--- src/rtl/seg_pkg.sv ---
// Shared definitions for the seven-segment display arbiter:
// display state encoding, active-low idle constants and the hex glyph table.
package seg_pkg;

    typedef enum logic [1:0] {
        ST_BLANK = 2'd0,
        ST_LIVE  = 2'd1,
        ST_HOLD  = 2'd2
    } disp_state_t;

    // Everything on the pins is active-low, so "off" is all ones.
    localparam logic [6:0] SEG_BLANK = 7'h7F;
    localparam logic [3:0] AN_OFF    = 4'hF;

    // Active-low glyphs, seg[6:0] = {g,f,e,d,c,b,a}; entry 0 is the rightmost.
    localparam logic [15:0][6:0] HEX_SEG_TABLE = {
        7'h0E,  // F
        7'h06,  // E
        7'h21,  // d
        7'h46,  // C
        7'h03,  // b
        7'h08,  // A
        7'h10,  // 9
        7'h00,  // 8
        7'h78,  // 7
        7'h02,  // 6
        7'h12,  // 5
        7'h19,  // 4
        7'h30,  // 3
        7'h24,  // 2
        7'h79,  // 1
        7'h40   // 0
    };

endpackage

--- src/rtl/seg_display_arbiter_hex_to_seg.sv ---
// Combinational hex nibble to active-low seven-segment decoder.
// Shared with the quad-display path, so it stays free of any state.
module hex_to_seg
    import seg_pkg::*;
(
    input  logic [3:0] nibble,
    output logic [6:0] seg
);

    // Plain table lookup covering all sixteen hex values.
    always_comb begin
        seg = HEX_SEG_TABLE[nibble];
    end

endmodule

--- src/rtl/seg_display_arbiter.sv ---
// Four-digit seven-segment display owner shared between the UART rx path,
// the UART tx path and a host/debug port that can take the whole display
// for a fixed hold time. Rx/tx bytes are always shadowed so nothing is lost
// while the host owns the display. Digit scanning uses a single-clock
// prescaler; every pin output is registered.
module seg_display_arbiter
    import seg_pkg::*;
#(
    parameter int REFRESH_DIV = 100000,
    parameter int HOLD_CYCLES = 200000000,
    parameter int FLASH_LEN   = 25000000
) (
    input  logic        clk,
    input  logic        rst_n,
    input  logic        rx_valid,
    input  logic [7:0]  rx_data,
    input  logic        tx_valid,
    input  logic [7:0]  tx_data,
    input  logic        host_valid,
    input  logic [15:0] host_data,
    output logic [6:0]  seg,
    output logic        dp,
    output logic [3:0]  an,
    output logic        host_busy
);

    localparam int PRE_W   = (REFRESH_DIV > 1) ? $clog2(REFRESH_DIV) : 1;
    localparam int HOLD_W  = (HOLD_CYCLES > 1) ? $clog2(HOLD_CYCLES) : 1;
    localparam int FLASH_W = $clog2(FLASH_LEN + 1);

    localparam logic [PRE_W-1:0]   PRE_LAST   = PRE_W'(REFRESH_DIV - 1);
    localparam logic [HOLD_W-1:0]  HOLD_LAST  = HOLD_W'(HOLD_CYCLES - 1);
    localparam logic [FLASH_W-1:0] FLASH_LOAD = FLASH_W'(FLASH_LEN);

    disp_state_t         state_q, state_d;
    logic [HOLD_W-1:0]   hold_cnt_q, hold_cnt_d;
    logic [PRE_W-1:0]    pre_cnt_q, pre_cnt_d;
    logic [1:0]          idx_q, idx_d;
    logic [7:0]          rx_byte_q, rx_byte_d;
    logic [7:0]          tx_byte_q, tx_byte_d;
    logic [15:0]         host_word_q, host_word_d;
    logic                seen_any_q, seen_any_d;
    logic [FLASH_W-1:0]  rx_flash_q, rx_flash_d;
    logic [FLASH_W-1:0]  tx_flash_q, tx_flash_d;
    logic [6:0]          seg_q, seg_d;
    logic                dp_q, dp_d;
    logic [3:0]          an_q, an_d;
    logic                host_busy_q, host_busy_d;

    logic [15:0] live_word;
    logic [3:0]  live_nib [4];
    logic [3:0]  host_nib [4];
    logic [3:0]  sel_nib;
    logic [6:0]  dec_seg;

    // Live image: tx byte on the left pair, rx byte on the right pair.
    assign live_word = {tx_byte_q, rx_byte_q};

    genvar gi;
    generate
        for (gi = 0; gi < 4; gi++) begin : g_nib
            assign live_nib[gi] = live_word[gi*4 +: 4];
            assign host_nib[gi] = host_word_q[gi*4 +: 4];
        end
    endgenerate

    // Pick the nibble for the currently scanned digit from the active image.
    always_comb begin
        sel_nib = live_nib[idx_q];
        if (state_q == ST_HOLD) begin
            sel_nib = host_nib[idx_q];
        end
    end

    hex_to_seg u_hex_to_seg (
        .nibble (sel_nib),
        .seg    (dec_seg)
    );

    // Shadow registers, seen flag and decimal-point flash timers.
    always_comb begin
        rx_byte_d   = rx_valid   ? rx_data   : rx_byte_q;
        tx_byte_d   = tx_valid   ? tx_data   : tx_byte_q;
        host_word_d = host_valid ? host_data : host_word_q;
        seen_any_d  = seen_any_q | rx_valid | tx_valid;

        rx_flash_d = rx_flash_q;
        if (rx_valid) begin
            rx_flash_d = FLASH_LOAD;
        end else if (rx_flash_q != '0) begin
            rx_flash_d = rx_flash_q - FLASH_W'(1);
        end

        tx_flash_d = tx_flash_q;
        if (tx_valid) begin
            tx_flash_d = FLASH_LOAD;
        end else if (tx_flash_q != '0) begin
            tx_flash_d = tx_flash_q - FLASH_W'(1);
        end
    end

    // Free-running digit scan; it never restarts on state changes.
    always_comb begin
        pre_cnt_d = pre_cnt_q + PRE_W'(1);
        idx_d     = idx_q;
        if (pre_cnt_q == PRE_LAST) begin
            pre_cnt_d = '0;
            idx_d     = idx_q + 2'd1;
        end
    end

    // Ownership FSM. A host write always wins, including on the expiry cycle.
    // Expiry looks at seen_any_d so a byte arriving that very cycle still
    // brings the live image back rather than a dark display.
    always_comb begin
        state_d    = state_q;
        hold_cnt_d = hold_cnt_q;
        if (host_valid) begin
            state_d    = ST_HOLD;
            hold_cnt_d = '0;
        end else begin
            case (state_q)
                ST_BLANK: begin
                    if (rx_valid || tx_valid) begin
                        state_d = ST_LIVE;
                    end
                end
                ST_LIVE: begin
                    state_d = ST_LIVE;
                end
                ST_HOLD: begin
                    if (hold_cnt_q == HOLD_LAST) begin
                        state_d    = seen_any_d ? ST_LIVE : ST_BLANK;
                        hold_cnt_d = '0;
                    end else begin
                        hold_cnt_d = hold_cnt_q + HOLD_W'(1);
                    end
                end
                default: begin
                    state_d    = ST_BLANK;
                    hold_cnt_d = '0;
                end
            endcase
        end
    end

    // Next pin values; dark in BLANK, decimal points only flash in LIVE.
    always_comb begin
        seg_d       = SEG_BLANK;
        dp_d        = 1'b1;
        an_d        = AN_OFF;
        host_busy_d = (state_q == ST_HOLD);
        if (state_q == ST_LIVE || state_q == ST_HOLD) begin
            an_d  = ~(4'b0001 << idx_q);
            seg_d = dec_seg;
        end
        if (state_q == ST_LIVE) begin
            if ((idx_q == 2'd0 && rx_flash_q != '0) ||
                (idx_q == 2'd2 && tx_flash_q != '0)) begin
                dp_d = 1'b0;
            end
        end
    end

    // All state and pin registers; reset drops the pins to their idle values.
    always_ff @(posedge clk or negedge rst_n) begin
        if (!rst_n) begin
            state_q     <= ST_BLANK;
            hold_cnt_q  <= '0;
            pre_cnt_q   <= '0;
            idx_q       <= '0;
            rx_byte_q   <= '0;
            tx_byte_q   <= '0;
            host_word_q <= '0;
            seen_any_q  <= 1'b0;
            rx_flash_q  <= '0;
            tx_flash_q  <= '0;
            seg_q       <= SEG_BLANK;
            dp_q        <= 1'b1;
            an_q        <= AN_OFF;
            host_busy_q <= 1'b0;
        end else begin
            state_q     <= state_d;
            hold_cnt_q  <= hold_cnt_d;
            pre_cnt_q   <= pre_cnt_d;
            idx_q       <= idx_d;
            rx_byte_q   <= rx_byte_d;
            tx_byte_q   <= tx_byte_d;
            host_word_q <= host_word_d;
            seen_any_q  <= seen_any_d;
            rx_flash_q  <= rx_flash_d;
            tx_flash_q  <= tx_flash_d;
            seg_q       <= seg_d;
            dp_q        <= dp_d;
            an_q        <= an_d;
            host_busy_q <= host_busy_d;
        end
    end

    assign seg       = seg_q;
    assign dp        = dp_q;
    assign an        = an_q;
    assign host_busy = host_busy_q;

endmodule

--- config.mk ---
export PLATFORM = sky130hd
export DESIGN_NAME = seg_display_arbiter
export DESIGN_NICKNAME = d
export VERILOG_FILES = /design/src/rtl/seg_pkg.sv /design/src/rtl/seg_display_arbiter_hex_to_seg.sv /design/src/rtl/seg_display_arbiter.sv
export SDC_FILE = /design/constraint.sdc
export NUM_CORES = 1
export LEC_CHECK = 0
export CAP_MARGIN = 20
export CORE_MARGIN = 5
export CORE_UTILIZATION = 35
export DETAILED_ROUTE_END_ITERATION = 16
export PLACE_DENSITY = 0.6
export SETUP_SLACK_MARGIN = 0.2
export SLEW_MARGIN = 20
export SYNTH_ARGS = -nofsm -noshare
export SYNTH_HDL_FRONTEND = slang
export SYNTH_HIERARCHICAL = 1
export SYNTH_SLANG_ARGS = --single-unit
--- constraint.sdc ---
create_clock -name clk -period 2.86 [get_ports clk]
set_clock_uncertainty 0.15 [all_clocks]
set_input_delay 0.858 -clock clk [delete_from_list [all_inputs] [get_ports clk]]
set_output_delay 0.858 -clock clk [all_outputs]
set_load 0.05 [all_outputs]
* Word-level counts from Yosys, hierarchy flattened
Memory sizes are Yosys's and may differ from the RTL's. Cells that the tools add are included.
Operators by class: add/subtract/negate cells 5, bitwise gates (word level) 4, mux-type cells 25, magnitude comparators 2, equality and inequality tests 8, reductions and logical operators 13, shifts and indexed selects 1
Operator list (number):
- 2-to-1 mux 25 bit | 4
- 2-to-1 mux 28 bit | 2
- case mux 28 bit (2 select lines) | 1
- nonzero test 25 bit | 2
- subtractor 25 x 1 -> 25 bit, second input constant | 2
- adder 28 x 1 -> 28 bit, second input constant | 1
- == test 28 bit, second input constant | 1
- 2-to-1 mux 4 bit | 6
- adder 17 x 1 -> 17 bit, second input constant | 1
- == test 17 bit, second input constant | 1
- 2-to-1 mux 17 bit | 1
- binary-select mux 4 bit (select 2 bit) | 2
- 2-to-1 mux 7 bit | 2
- 2-to-1 mux 2 bit | 3
- case mux 2 bit (3 select lines) | 1
- less-than comparator 4 x 5 -> 1 bit, second input constant | 1
- == test 2 bit, second input constant | 2
- zero test 2 bit | 2
- inverter 4 bit | 1
- nonzero test 2 bit | 2
- left shift 1 x 2 -> 4 bit, first input constant | 1
- >= comparator 3 bit, second input constant | 1
- logical OR 1 bit | 3
- 2-to-1 mux 1 bit | 3
- other kinds (10) | 12
Storage, ports and cells: ROM bits 112, bits in registers 145, memories kept 1, input bits 37, word-level logic and storage cells 73
Memory list:
- (no name shown) | depth 16, bits a word 7, rd ports 1, clocked after memory_dff 0, write ports 0, RTL line seg_display_arbiter_hex_to_seg.sv:12 | seg = HEX_SEG_TABLE[nibble];

* Depth between registers and ports, before layout
word-level depth 8, gate-level depth with buffers 11, gate-level depth less buffers 11

* Modules after synthesis
Netlist, hierarchy kept.
By module, submodules not included:
- seg_display_arbiter | seq. area each 3643.5 µm², times used 1, cells an instance 692, area an instance 7243.2 µm²
- hex_to_seg | seq. area each 0.0 µm², times used 1, cells an instance 32, area an instance 275.3 µm²

* Worst setup path before layout
Ideal clock, no wire load.
path type reg-to-reg, start point register rx_flash_q[7], end point register rx_flash_q[18], stages on the path, launching flop included 8, path buffers 2, required time 2.579 ns, arrival 2.620 ns, setup slack -0.041 ns, library setup time 0.131 ns, clock period less this slack 2.901 ns, cell sequence dfrtp_1 -> or4_4 -> or4_1 -> buf_2 -> or4_1 -> buf_2 -> o31a_1 -> or3_1
Between the ends: word-level cells in the longest chain between the ends 3, elaborated cells between the ends (all ways) 5
RTL lines:
- from (decl) | RTL line seg_display_arbiter.sv:43 | logic [FLASH_W-1:0] rx_flash_q, rx_flash_d;
- from (signal assigned) | RTL line seg_display_arbiter.sv:191 | rx_flash_q <= rx_flash_d;
- subtractor 25 x 1 -> 25 bit | RTL line seg_display_arbiter.sv:91 | rx_flash_d = rx_flash_q - FLASH_W'(1);
- 2-to-1 mux 25 bit | RTL line seg_display_arbiter.sv:90 | end else if (rx_flash_q != '0) begin
- 2-to-1 mux 25 bit | RTL line seg_display_arbiter.sv:88 | if (rx_valid) begin
Several ways; a longest one is shown, not always the timed one. The select of a mux whose other input is x is not followed. A chain may end at the register's enable or synchronous reset.

* Worst setup path after layout
start point register rx_flash_q[7], end point register rx_flash_q[23]
The elaborated chain is that of the path after synthesis.

==> impl_metrics.py <==
metrics = {
    "cells_and_area": {
        "fillCellCount": 2030,
        "drive_above_1_share_pct": 19.8,
        "final_area_mm2": 0.00924,
        "nets": 865,
        "seq_area_mm2": 0.00365,
        "final_cells": 1095,
        "diodes": 0,
        "area_delta_synth_final_pct": 22.8,
        "multi_input_area_mm2": 0.00375,
    },
    "sta": {
        "fin_crit_sh_pct": 95.0,
        "setup_viol": 0,
        "period_needed_ns": 2.72,
        "rsz0062_at_grt": "true",
        "hold_violations": 0,
        "slew_viol_final": 0,
        "max_clock_freq_ghz": 0.368,
        "maxSlewHeadroom_pct": 58.5,
        "whs_ns": 0.269,
        "tightest_slew_ns": 0.623,
    },
    "logic_synthesis": {
        "yosys.area_share.simple_pct": 23.6,
        "synth_common_cells": "133 x dfrtp_1, 75 x nor2_1, 55 x nand2_1",
        "synth-async-reset-ratio_pct": 100,
        "synth_top_cells_by_area": "dfrtp_1 44%, mux2_2 5.4%, dfstp_2 4.2%",
        "synth.area.mux_share_pct": 9.20,
        "synth_cells": 724,
        "synth_warnings": 6,
        "synth_top_cell_by_area": "dfrtp_1",
        "synth_top_family_by_area": "simple AND/OR/NAND/NOR gates",
        "synth_compound_area_share_pct": 6.47,
        "synth-adder-area-share_pct": 3.49,
        "yosysTopAreaCellShare_pct": 44.3,
        "synth_seq_cells": 145,
        "avgSynthCellArea_um2": 10.4,
        "yosysMostFrequentCell": "dfrtp_1",
        "synth-edff-count": 0,
        "yosysSeqAreaShare_pct": 48.5,
        "syn_nets": 782,
        "synthFlopType": "dfrtp_1",
        "synth.distinct_cells": 57,
        "netlist_area_mm2": 0.00752,
        "yosys.area_share.xor_xnor_pct": 6.17,
    },
    "clocking": {
        "cts_tree": "done",
        "cts_buffers": 17,
        "worstSkewPairLatency_ns": 0.43,
        "clkTransAtPathRegs_ns": 0.06,
        "cts_htree_levels": 4,
        "cts.sink_count": 145,
        "cts_hold_buf": 0,
        "clockRootBuffer": "clkbuf_16",
        "clockBufferDepth": 2,
    },
    "placed_design": {
        "place_inst": 1060,
        "io_buffers": 49,
        "placed_cell_area_mm2": 0.00858,
        "globalplace.congestion": 0.812,
        "dp_hpwl_um": 11700,
    },
    "pwr": {
        "p_leak_uw": 0.00366,
        "irDropWorstVdd_mv": 0.372,
        "power.density_mw_per_mm2": 684,
    },
    "critical_path": {
        "crit_fanout": 3,
        "cp_cell_sequence": "or4_4 > or4_4 > or4_4 > nor4b_4 > mux2_4",
        "end_kind": "flop",
        "regToRegStartpoint": "rx_flash_q[7]",
        "worstSetupStartpointType": "flop",
        "crit_top_cell": "or4_4",
        "crit_family": "simple AND/OR/NAND/NOR gates",
        "crit_cells": 5,
        "endpoint": "rx_flash_q[23]",
        "cp.arrival_ns": 2.88,
        "r2r_end": "rx_flash_q[23]",
        "path_buf_inv": 0,
        "worstSetupPathType": "reg -> reg",
        "max_stage_delay_ns": 0.53,
        "crit_required_ns": 3.02,
        "reg2reg_depth": 5,
        "crit_start": "rx_flash_q[7]",
        "rrSetupSlack_ns": 0.14,
        "crit_path_top_delay_cell": "or4_4",
    },
    "die": {
        "coreArea_mm2": 0.0211,
        "die_h_um": 157,
        "rows": 53,
        "dieWidth_um": 157,
        "pin_count": 50,
        "initial_core_util_pct": 35.7,
        "design.die.area_mm2": 0.0245,
    },
    "global_route": {
        "grt_max_degree": 67,
        "grt_pass1_wl_um": 28000,
        "grt_util_all_layers_pct": 14.1,
        "grt_pass1_vias": 5634,
        "grt-ovfl-total": 0,
        "antenna_found_initial": 0,
    },
    "flow_run": {
        "drv_cap": 0,
    },
    "detailed_routing": {
        "ant_nets": 0,
        "vias": 5632,
        "route.detailed.drc": 0,
        "wl_per_cell_um": 15.0,
        "vias_per_cell": 5.14,
        "dr.first_iter.drc_count": 367,
        "dr.pass1.iters": 4,
        "route.final.wire_length_um": 16500,
    },
    "hold_path": {
        "hold_path_class": "in -> async",
    },
    "run_status": {
        "status": "finished, final reports clean",
    },
}
## what timing repair did
item | 4_1_cts | 5_1_grt
endpoints found under the hold margin | 0 | 0
buffers inserted | 2 | 1
pin swaps | 3 | 0
endpoints found under the setup margin | 19 | 15
gates resized for setup | 16 | 12
## registers in the layout, summed over array words and instances (netlist names)
register	cells
tx_flash_q	25
seg	7
pre_cnt_q	17
idx_q	2
dp	1
an	4
state_q	2
host_word_q	16
seen_any_q	1
hold_cnt_q	28
rx_byte_q	8
host_busy	1
tx_byte_q	8
rx_flash_q	25
## where the power goes
| group | leakage (µW) | total, µW | internal [µW] | switching (µW) |
|---|---|---|---|---|
| combinational | 0.00163 | 1670 | 666 | 1000 |
| clock | 0.000290 | 2250 | 1280 | 967 |
| sequential | 0.00174 | 2400 | 2280 | 119 |
| total | 0.00366 | 6320 | 4230 | 2090 |
## area by class of cell
class                      instances  area share (%)
clock buffer                      19            4.90
clock inverter                    13            1.56
inverter                          20           0.813
multi-input combinational        530            40.6
sequential                       145            39.5
tap                              275            3.73
timing repair buffer              93            8.91
## routing by layer
metal	routed length, µm	global-route usage (%)
met1	8080	19.8
met2	7640	22.2
met3	571	3.01
met4	174	3.97
met5	0	0
## how the worst min path moves through the flow
| stage | endpoint | slack, ns | cells past startpoint | from |
|---|---|---|---|---|
| 3_5_place_dp | seen_any_q | 0.32 | 1 | seen_any_q |
| 6_report | tx_flash_q[20] | 0.27 | 1 | rst_n |
| 5_1_grt | tx_flash_q[20] | 0.33 | 1 | rst_n |
| 3_3_place_gp | seen_any_q | 0.31 | 1 | seen_any_q |
| 2_1_floorplan | seen_any_q | 0.28 | 1 | seen_any_q |
| 4_1_cts | rx_flash_q[10] | 0.30 | 1 | rst_n |
## logic make-up after synthesis
logic type | count (synthesis)
AO/OA/AOI/OAI | 73
XOR/XNOR | 53
adder cells (fa/ha/maj) | 21
buffers and inverters | 49
flip-flops | 145
multiplexers | 53
AND/OR/NAND/NOR | 330
## cell usage in the layout, fill, tap and decap left out, drive strengths merged, types with 4 or more instances in the layout
master,instances
a21oi,18
and3,11
and4,4
buf,45
clkbuf,19
clkdlybuf4s50,36
dfrtp,133
dfstp,12
dlygate4sd2,12
ha,21
inv,27
mux2,36
mux2i,8
mux4,9
nand2,55
nand2b,19
nand3,23
nand3b,5
nand4,24
nand4b,4
nor2,75
nor2b,12
nor3,17
nor4,29
nor4b,5
o211ai,5
o21ai,16
o31a,6
o31ai,7
or2,7
or3,15
or4,14
xnor2,19
xor2,34
## through the flow
stage / utilization [%] / worst slack, ns / setup TNS, ns / power [µW]
6_report: 43.8 / 0.143 / 0 / 6320
5_1_grt: 43.8 / 0.0792 / 0 / 6670
4_1_cts: 43.6 / 0.130 / 0 / 6390
3_5_place_dp: 40.7 / 0.0532 / 0 / 4140
3_3_place_gp: 40.7 / 0.0648 / 0 / 4130
2_1_floorplan: - / -0.0409 / -0.0434 / 3570
Note: power is estimated with default switching activity, not from simulation.
